File: config.mk
export PLATFORM = sky130hd
export DESIGN_NAME = dfp_arbiter_flat
export DESIGN_NICKNAME = d
export VERILOG_FILES = /design/src/rtl/dfp_arbiter_if.sv /design/src/rtl/dfp_arbiter.sv /design/src/flat_wrapper.sv
export SDC_FILE = /design/constraint.sdc
export NUM_CORES = 1
export LEC_CHECK = 0
export ABC_AREA = 0
export BUFFER_PORTS_ARGS = -buffer_cell sky130_fd_sc_hd__buf_2
export CAP_MARGIN = 5
export CORE_AREA = 2 2 539 541
export CTS_CLUSTER_DIAMETER = 100
export DETAILED_ROUTE_END_ITERATION = 10
export DIE_AREA = 0 0 541 543
export PLACE_DENSITY = 0.3
export SLEW_MARGIN = 20
export SYNTH_ARGS = -nofsm -noshare
export SYNTH_HDL_FRONTEND = slang
export SYNTH_SLANG_ARGS = --single-unit
File: constraint.sdc
create_clock -name clk -period 1.9 [get_ports clk]
set_clock_uncertainty 0.1 [all_clocks]
set_input_delay 0.19 -clock clk [delete_from_list [all_inputs] [get_ports clk]]
set_output_delay 0.19 -clock clk [all_outputs]
set_load 0.01 [all_outputs]
File: src/rtl/dfp_arbiter_if.sv
// Cache/deserializer/bmem signal bundle around the DFP arbiter.
// slave = arbiter side, master = caches + deserializer + memory side.
interface dfp_arbiter_if #(
  parameter int ADDR_WIDTH = 32
);
  logic [ADDR_WIDTH-1:0] icache_addr;
  logic                  icache_read;
  logic [255:0]          icache_rdata;
  logic                  icache_resp;

  logic [ADDR_WIDTH-1:0] dcache_addr;
  logic                  dcache_read;
  logic                  dcache_write;
  logic [255:0]          dcache_wdata;
  logic [255:0]          dcache_rdata;
  logic                  dcache_resp;

  logic                  dfp_write;
  logic [255:0]          dfp_wdata;
  logic [255:0]          dfp_rdata;
  logic                  dfp_resp;

  logic                  bmem_ready;
  logic [ADDR_WIDTH-1:0] bmem_addr;
  logic                  bmem_read;
  logic                  bmem_write;

  modport slave (
    input  icache_addr, icache_read, dcache_addr, dcache_read, dcache_write,
           dcache_wdata, dfp_rdata, dfp_resp, bmem_ready,
    output icache_rdata, icache_resp, dcache_rdata, dcache_resp,
           dfp_write, dfp_wdata, bmem_addr, bmem_read, bmem_write
  );

  modport master (
    output icache_addr, icache_read, dcache_addr, dcache_read, dcache_write,
           dcache_wdata, dfp_rdata, dfp_resp, bmem_ready,
    input  icache_rdata, icache_resp, dcache_rdata, dcache_resp,
           dfp_write, dfp_wdata, bmem_addr, bmem_read, bmem_write
  );
endinterface

File: src/rtl/dfp_arbiter.sv
// Round-robin arbiter of I-cache and D-cache line requests onto one bmem channel.
// One transaction in flight; response routed combinationally to the owning cache.
module dfp_arbiter #(
  parameter int ADDR_WIDTH  = 32,
  parameter int BURST_BEATS = 4
) (
  input  logic         clk,
  input  logic         rst,
  dfp_arbiter_if.slave bus
);

  typedef enum logic [2:0] {IDLE, RD_REQ, RD_WAIT, WR_BURST, WR_WAIT} state_e;
  typedef enum logic {OWN_IC = 1'b0, OWN_DC = 1'b1} port_e;

  localparam int CW = (BURST_BEATS > 1) ? $clog2(BURST_BEATS) : 1;
  localparam logic [CW-1:0] LAST_BEAT = CW'(BURST_BEATS - 1);
  localparam logic [ADDR_WIDTH-1:0] LINE_MASK = {{(ADDR_WIDTH-5){1'b1}}, 5'b0};

  state_e                state_q, state_d;
  port_e                 last_grant_q, last_grant_d;
  port_e                 owner_q, owner_d;
  logic [ADDR_WIDTH-1:0] addr_q, addr_d;
  logic [255:0]          wdata_q, wdata_d;
  logic [CW-1:0]         beat_cnt_q, beat_cnt_d;

  logic ic_pend, dc_pend, grant_dc, rd_done, wr_done;

  always_ff @(posedge clk) begin
    if (rst) begin
      state_q      <= IDLE;
      last_grant_q <= OWN_DC;
      owner_q      <= OWN_IC;
      addr_q       <= '0;
      wdata_q      <= '0;
      beat_cnt_q   <= '0;
    end else begin
      state_q      <= state_d;
      last_grant_q <= last_grant_d;
      owner_q      <= owner_d;
      addr_q       <= addr_d;
      wdata_q      <= wdata_d;
      beat_cnt_q   <= beat_cnt_d;
    end
  end

  always_comb begin
    state_d      = state_q;
    last_grant_d = last_grant_q;
    owner_d      = owner_q;
    addr_d       = addr_q;
    wdata_d      = wdata_q;
    beat_cnt_d   = beat_cnt_q;

    ic_pend  = bus.icache_read;
    dc_pend  = bus.dcache_read | bus.dcache_write;
    // On contention the port that did not win last time gets the grant.
    grant_dc = dc_pend & (~ic_pend | (last_grant_q == OWN_IC));

    case (state_q)
      IDLE: begin
        if (ic_pend | dc_pend) begin
          owner_d      = grant_dc ? OWN_DC : OWN_IC;
          last_grant_d = grant_dc ? OWN_DC : OWN_IC;
          addr_d       = (grant_dc ? bus.dcache_addr : bus.icache_addr) & LINE_MASK;
          wdata_d      = grant_dc ? bus.dcache_wdata : '0;
          state_d      = (grant_dc && bus.dcache_write) ? WR_BURST : RD_REQ;
        end
      end
      RD_REQ:  if (bus.bmem_ready) state_d = RD_WAIT;
      RD_WAIT: if (bus.dfp_resp)   state_d = IDLE;
      WR_BURST: begin
        if (bus.bmem_ready) begin
          if (beat_cnt_q == LAST_BEAT) begin
            beat_cnt_d = '0;
            state_d    = WR_WAIT;
          end else begin
            beat_cnt_d = beat_cnt_q + 1'b1;
          end
        end
      end
      WR_WAIT: if (bus.dfp_resp) state_d = IDLE;
      default: state_d = IDLE;
    endcase

    // Outputs are forced low while reset is asserted so nothing leaks mid-abort.
    rd_done = (state_q == RD_WAIT) & bus.dfp_resp;
    wr_done = (state_q == WR_WAIT) & bus.dfp_resp;

    bus.icache_resp  = ~rst & rd_done & (owner_q == OWN_IC);
    bus.dcache_resp  = ~rst & ((rd_done & (owner_q == OWN_DC)) | wr_done);
    bus.icache_rdata = rst ? '0 : bus.dfp_rdata;
    bus.dcache_rdata = rst ? '0 : bus.dfp_rdata;
    bus.bmem_read    = ~rst & (state_q == RD_REQ);
    bus.bmem_write   = ~rst & (state_q == WR_BURST);
    bus.dfp_write    = ~rst & (state_q == WR_BURST);
    bus.bmem_addr    = rst ? '0 : addr_q;
    bus.dfp_wdata    = rst ? '0 : wdata_q;
  end

endmodule

File: src/flat_wrapper.sv
// flat-port wrapper written by rule: the top's interface ports become plain ports
module dfp_arbiter_flat 
#(
  parameter int ADDR_WIDTH  = 32,
  parameter int BURST_BEATS = 4
)
  (clk, rst, bus_icache_addr, bus_icache_read, bus_dcache_addr, bus_dcache_read, bus_dcache_write, bus_dcache_wdata, bus_dfp_rdata, bus_dfp_resp, bus_bmem_ready, bus_icache_rdata, bus_icache_resp, bus_dcache_rdata, bus_dcache_resp, bus_dfp_write, bus_dfp_wdata, bus_bmem_addr, bus_bmem_read, bus_bmem_write);
  dfp_arbiter_if #(.ADDR_WIDTH(ADDR_WIDTH)) bus_i ();
  input  logic clk;
  input  logic rst;
  input wire logic [$bits(bus_i.icache_addr)-1:0] bus_icache_addr;
  input wire logic [$bits(bus_i.icache_read)-1:0] bus_icache_read;
  input wire logic [$bits(bus_i.dcache_addr)-1:0] bus_dcache_addr;
  input wire logic [$bits(bus_i.dcache_read)-1:0] bus_dcache_read;
  input wire logic [$bits(bus_i.dcache_write)-1:0] bus_dcache_write;
  input wire logic [$bits(bus_i.dcache_wdata)-1:0] bus_dcache_wdata;
  input wire logic [$bits(bus_i.dfp_rdata)-1:0] bus_dfp_rdata;
  input wire logic [$bits(bus_i.dfp_resp)-1:0] bus_dfp_resp;
  input wire logic [$bits(bus_i.bmem_ready)-1:0] bus_bmem_ready;
  output wire logic [$bits(bus_i.icache_rdata)-1:0] bus_icache_rdata;
  output wire logic [$bits(bus_i.icache_resp)-1:0] bus_icache_resp;
  output wire logic [$bits(bus_i.dcache_rdata)-1:0] bus_dcache_rdata;
  output wire logic [$bits(bus_i.dcache_resp)-1:0] bus_dcache_resp;
  output wire logic [$bits(bus_i.dfp_write)-1:0] bus_dfp_write;
  output wire logic [$bits(bus_i.dfp_wdata)-1:0] bus_dfp_wdata;
  output wire logic [$bits(bus_i.bmem_addr)-1:0] bus_bmem_addr;
  output wire logic [$bits(bus_i.bmem_read)-1:0] bus_bmem_read;
  output wire logic [$bits(bus_i.bmem_write)-1:0] bus_bmem_write;
  assign bus_i.icache_addr = bus_icache_addr;
  assign bus_i.icache_read = bus_icache_read;
  assign bus_i.dcache_addr = bus_dcache_addr;
  assign bus_i.dcache_read = bus_dcache_read;
  assign bus_i.dcache_write = bus_dcache_write;
  assign bus_i.dcache_wdata = bus_dcache_wdata;
  assign bus_i.dfp_rdata = bus_dfp_rdata;
  assign bus_i.dfp_resp = bus_dfp_resp;
  assign bus_i.bmem_ready = bus_bmem_ready;
  assign bus_icache_rdata = bus_i.icache_rdata;
  assign bus_icache_resp = bus_i.icache_resp;
  assign bus_dcache_rdata = bus_i.dcache_rdata;
  assign bus_dcache_resp = bus_i.dcache_resp;
  assign bus_dfp_write = bus_i.dfp_write;
  assign bus_dfp_wdata = bus_i.dfp_wdata;
  assign bus_bmem_addr = bus_i.bmem_addr;
  assign bus_bmem_read = bus_i.bmem_read;
  assign bus_bmem_write = bus_i.bmem_write;
  dfp_arbiter #(.ADDR_WIDTH(ADDR_WIDTH), .BURST_BEATS(BURST_BEATS)) u_core (.clk(clk), .rst(rst), .bus(bus_i));
endmodule
; After elaboration in Yosys (flattened, before gate mapping)
; Index checks and enable logic that the tools add are counted.
[totals]
reg_bits = 290
inputBits = 583
out_inout_bits = 805
[classes]
n_reduce_logical = 6
muxes = 14
bitwise_logic = 17
eq_ne = 10
n_addsub = 1
[op_table]
columns = operator, count
row1 = $mux 256, 3
row2 = $mux 32, 2
row3 = $mux 3, 5
row4 = $pmux 3 s4, 1
row5 = $and 1x1->1, 9
row6 = $eq 3x2->1 const B, 2
row7 = $ne 2x1->1 const B, 3
row8 = $reduce_and 5->1, 1
row9 = $mux 2, 2
row10 = $ne 2x2->1 const B, 2
row11 = $not 1->1, 4
row12 = $or 1x1->1, 4
row13 = $reduce_and 2->1, 2
row14 = $eq 3x1->1 const B, 1
row15 = $eq 3x3->1 const B, 1
row16 = $logic_not 3->1, 1
row17 = $add 2x1->2 const B, 1
row18 = $eq 2x2->1 const B, 1
row19 = $reduce_or 2->1, 1
row20 = $logic_and 1x1->1, 1
row21 = $mux 1, 1

; Depth between registers and ports, before layout
[depth]
word_depth = 7
ltp_mapped = 7
mapped_depth_nobuf = 4

; Worst setup path after synthesis
; Ideal clock, no wire load.
[synth_path]
path_kind = input to output
startpoint = input port rst
endpoint = output port bus_dfp_write
slack_ns = 0.292
required_time_ns = 1.610
t_arrival_ns = 1.318
cell_stages = 5
n_path_buf = 4
cell_sequence = buf_2 -> clkbuf_1 -> buf_2 -> nor3b_1 -> buf_4
[synth_via]
elab_chain_cells = 2
[synth_lines]
columns = element, line_no
row1 = "start, declared", flat_wrapper.sv:10  ; input logic rst;
row2 = $not 1->1, n/a
row3 = $and 1x1->1, n/a
row4 = "end, declared", flat_wrapper.sv:24  ; output wire logic [$bits(bus_i.dfp_write)-1:0] bus_dfp_write;
; No other way between the ends.

; Final worst setup path
[layout_path]
startpoint = register u_core.state_q[0]
endpoint = register u_core.wdata_q[1]
[layout_via]
elab_chain_cells = 2
[layout_lines]
columns = element, line_no
row1 = "start, declared", dfp_arbiter.sv:19  ; state_e state_q, state_d;
row2 = "start signal, assigned", dfp_arbiter.sv:37  ; state_q <= state_d;
row3 = $logic_not 3->1, dfp_arbiter.sv:59  ; case (state_q)
row4 = $reduce_and 2->1 (no source line), n/a
row5 = "end signal, assigned", dfp_arbiter.sv:41  ; wdata_q <= wdata_d;
row6 = "end, declared", dfp_arbiter.sv:23  ; logic [255:0] wdata_q, wdata_d;
; No other way between the ends.
; A chain may end at the register's enable or synchronous reset.

==> impl_metrics.yaml <==
run_status:
  status: "finished with violations"
  violations: "negative setup slack"
sta:
  setup_violations: 291
  maxSlewHeadroom_pct: 52.0
  finalHoldViolations: 0
  hold_slack_ns: 0.0687
  fmax_mhz: 462
  fin_crit_sh_pct: 114
  maxSlewViolCount: 0
  tightest_slew_ns: 0.721
  period_needed_ns: 2.16
  rsz0062_at_grt: "true"
  setup_slack_ns: -0.262
yosys:
  ys_async_sr_fraction_pct: 0
  synthXorXnorAreaFrac_pct: 0
  yosysWarnings: 0
  synth-compound-area-share_pct: 18.0
  synthMuxAreaShare_pct: 0.0565
  synthCells: 2268
  avgSynthCellArea_sq_um: 7.81
  synth_top_family_by_area: "simple AND/OR/NAND/NOR gates"
  synthAdderAreaFrac_pct: 0.0706
  synth.yosys.seq_area_share_pct: 32.8
  synth_edf_count: 0
  syn_area_sq_mm: 0.0177
  ys.flop_type: "dfxtp_1"
  synth_simple_gate_area_share_pct: 30.3
  ys_types: 40
  synth_seq_cells: 290
final_layout:
  drive_gt1_share_pct: 54.2
  area_growth_pct: 110
  nets: 4408
floorplanning:
  start_util_pct: 6.16
  dieArea_sq_mm: 0.294
  io_pins: 1388
  die_w_um: 541
  die_h_um: 543
  num_rows: 197
  coreArea_sq_mm: 0.287
routing:
  routedWlPerCell_um: 30.8
  via_count: 23900
  vias_per_cell: 3.12
  drtPass1Iterations: 5
  drt_wl_total_mm: 236
  drc_errors: 0
  drt_iter0_markers: 1319
  ant_nets: 0
placement:
  port_buffers: 1372
  place_hpwl_mm: 192
  place_ws_ns: -0.438
  gp_congestion: 1.00
global_route:
  grt_max_degree: 101
  antenna_found_initial: 104
  grt_remaining_overflow: 0
  grt_pass1_wl_mm: 270
  grt_pass1_vias: 23500
  grt_usage_pct: 14.4
hold_path:
  worstHoldPathType: "input port to register"
worst_setup_path:
  startpoint_type: "register"
  cp-end-kind: "register"
  crit_required_ns: 2.32
  worstSetupPathType: "register to register"
  cp_max_fo: 9
  cp.arrival_ns: 2.58
cts:
  clock-sinks: 290
  cts_buffer_depth: 3
  path_clk_slew_ns: 0.06
  insertion_delay_ns: 0.66
  cts_root_buf: "clkbuf_16"
  cts_tree: "built"
  cts_made_buffers: 47
  ctsHtreeMaxLevel: 2
power:
  power_frac_comb_pct: 43.6
  leakage_nw: 15.7
  p_sw_share_pct: 39.6
  power_frac_seq_pct: 24.5
  power.switching_mw: 11.3
  pwr-share-clk_pct: 31.9
  p_int_mw: 17.3
  ir_worst_vdd_mv: 0.572
  power_density_mw_per_mm2: 769
run:
  maxCapViolations: 0
-- final cells by class --
type,count,area (sq um)
repair buffers,2017,15100
clock inverters,20,194
multi-input cells,1467,9930
fillers,33400,250000
inverters,1,3.75
flip-flops and latches,290,5820
clock buffers,66,1360
well taps,3781,4730
diodes,29,72.6
-- worst paths after layout --
check	depth (start not counted)	start	end	slack, ns
setup / recovery	9	u_core.state_q[0]	u_core.wdata_q[1]	-0.26
hold / removal	3	rst	u_core.wdata_q[179]	0.07
setup reg to reg	9	u_core.state_q[0]	u_core.wdata_q[1]	-0.26
hold reg to reg	2	u_core.wdata_q[139]	u_core.wdata_q[139]	0.35
-- cells in the mapped netlist (2+ instances only) --
library cell	number	area (sq um)
nand4_1	257	1610
or3_1	3	18.8
o21ai_1	220	1100
a311oi_2	20	300
nor2b_1	542	3390
buf_1	3	11.3
nand2_1	57	214
dfxtp_1	290	5810
clkbuf_1	104	390
nor3b_1	2	15.0
a21oi_1	289	1450
nor2_1	5	18.8
nor3_4	2	32.5
buf_6	34	383
nand2b_1	2	12.5
a311oi_1	7	61.3
buf_4	262	1970
buf_2	91	455
clkbuf_2	19	95.1
o21ai_0	39	195
-- metrics by stage --
| step | instances | power (mW) | cell area (sq um) | utilization (%) | TNS, ns |
|---|---|---|---|---|---|
| floorplan | 2272 | 10.9 | 17700 | - | 0 |
| global placement | 7122 | 15.4 | 28800 | 10.0 | -6.71 |
| detailed placement | 7122 | 15.4 | 28800 | 10.0 | -7.01 |
| CTS | 7544 | 25.9 | 34100 | 11.9 | -5.50 |
| global route | 7652 | 29.9 | 37200 | 12.9 | -58.34 |
| finish | 7671 | 28.6 | 37200 | 13.0 | -41.60 |
-- critical path: stages, from the launching register on --
cell     delay, ns
dfxtp_4       0.34
buf_4         0.13
buf_6         0.11
buf_6         0.11
or3_4         0.46
buf_12        0.22
buf_4         0.17
buf_16        0.15
o21ai_1       0.12
a21oi_1       0.07
-- power groups by stage --
stage,sequential [mW],clock (mW),combinational [mW]
finish,7.01,9.13,12.5
global route,7.07,9.66,13.2
CTS,6.92,9.52,9.43
detailed placement,7.04,0,8.31
global placement,7.04,0,8.33
floorplan,6.94,0,4.00
-- what timing repair did --
item / 4_1_cts / 5_1_grt
gates resized for setup: 100 / 395
endpoints found under the hold margin: 289 / 0
hold buffers: 319 / 0
setup endpoints to repair: 58 / 276
pin swaps: 88 / 176
gates cloned: 4 / 61
setup buffers: 14 / 41
-- placed cells by master (no fill, tap or decap), drive strengths merged, types with 2 or more instances in the layout --
master       count
a21oi          289
a2bb2oi          2
a311oi          27
buf           1659
bufinv           2
clkbuf         105
clkinv          10
clkinvlp         4
conb             5
dfxtp          290
diode           29
dlygate4sd3    319
inv              5
nand2           57
nand2b           2
nand4          257
nor2             6
nor2b          542
nor3             3
nor3b            2
o21ai          259
or3              3
-- metal layers --
layer | track usage (%) | share of wire (%)
met5 | 0 | 0.10
met2 | 26.3 | 51
met4 | 4.81 | 4.0
met3 | 6.32 | 9.5
met1 | 14.5 | 35
-- registers in the layout (all words and copies together), names as in the netlist --
signal,flops
u_core.state_q,3
u_core.addr_q,27
u_core.owner_q,1
u_core.beat_cnt_q,2
u_core.last_grant_q,1
u_core.wdata_q,256
-- logic make-up (layout without fill, tap and decap cells) --
family | Yosys count | after routing
and+or+nand+nor | 877 | 877
AOI/OAI and AO/OA | 583 | 583
buffers and inverters | 515 | 2104
DFF | 290 | 290
adders and majority gates | 1 | 1
other | 1 | 34
muxes | 1 | 1
No activity file was read; power rests on OpenSTA's default activity.
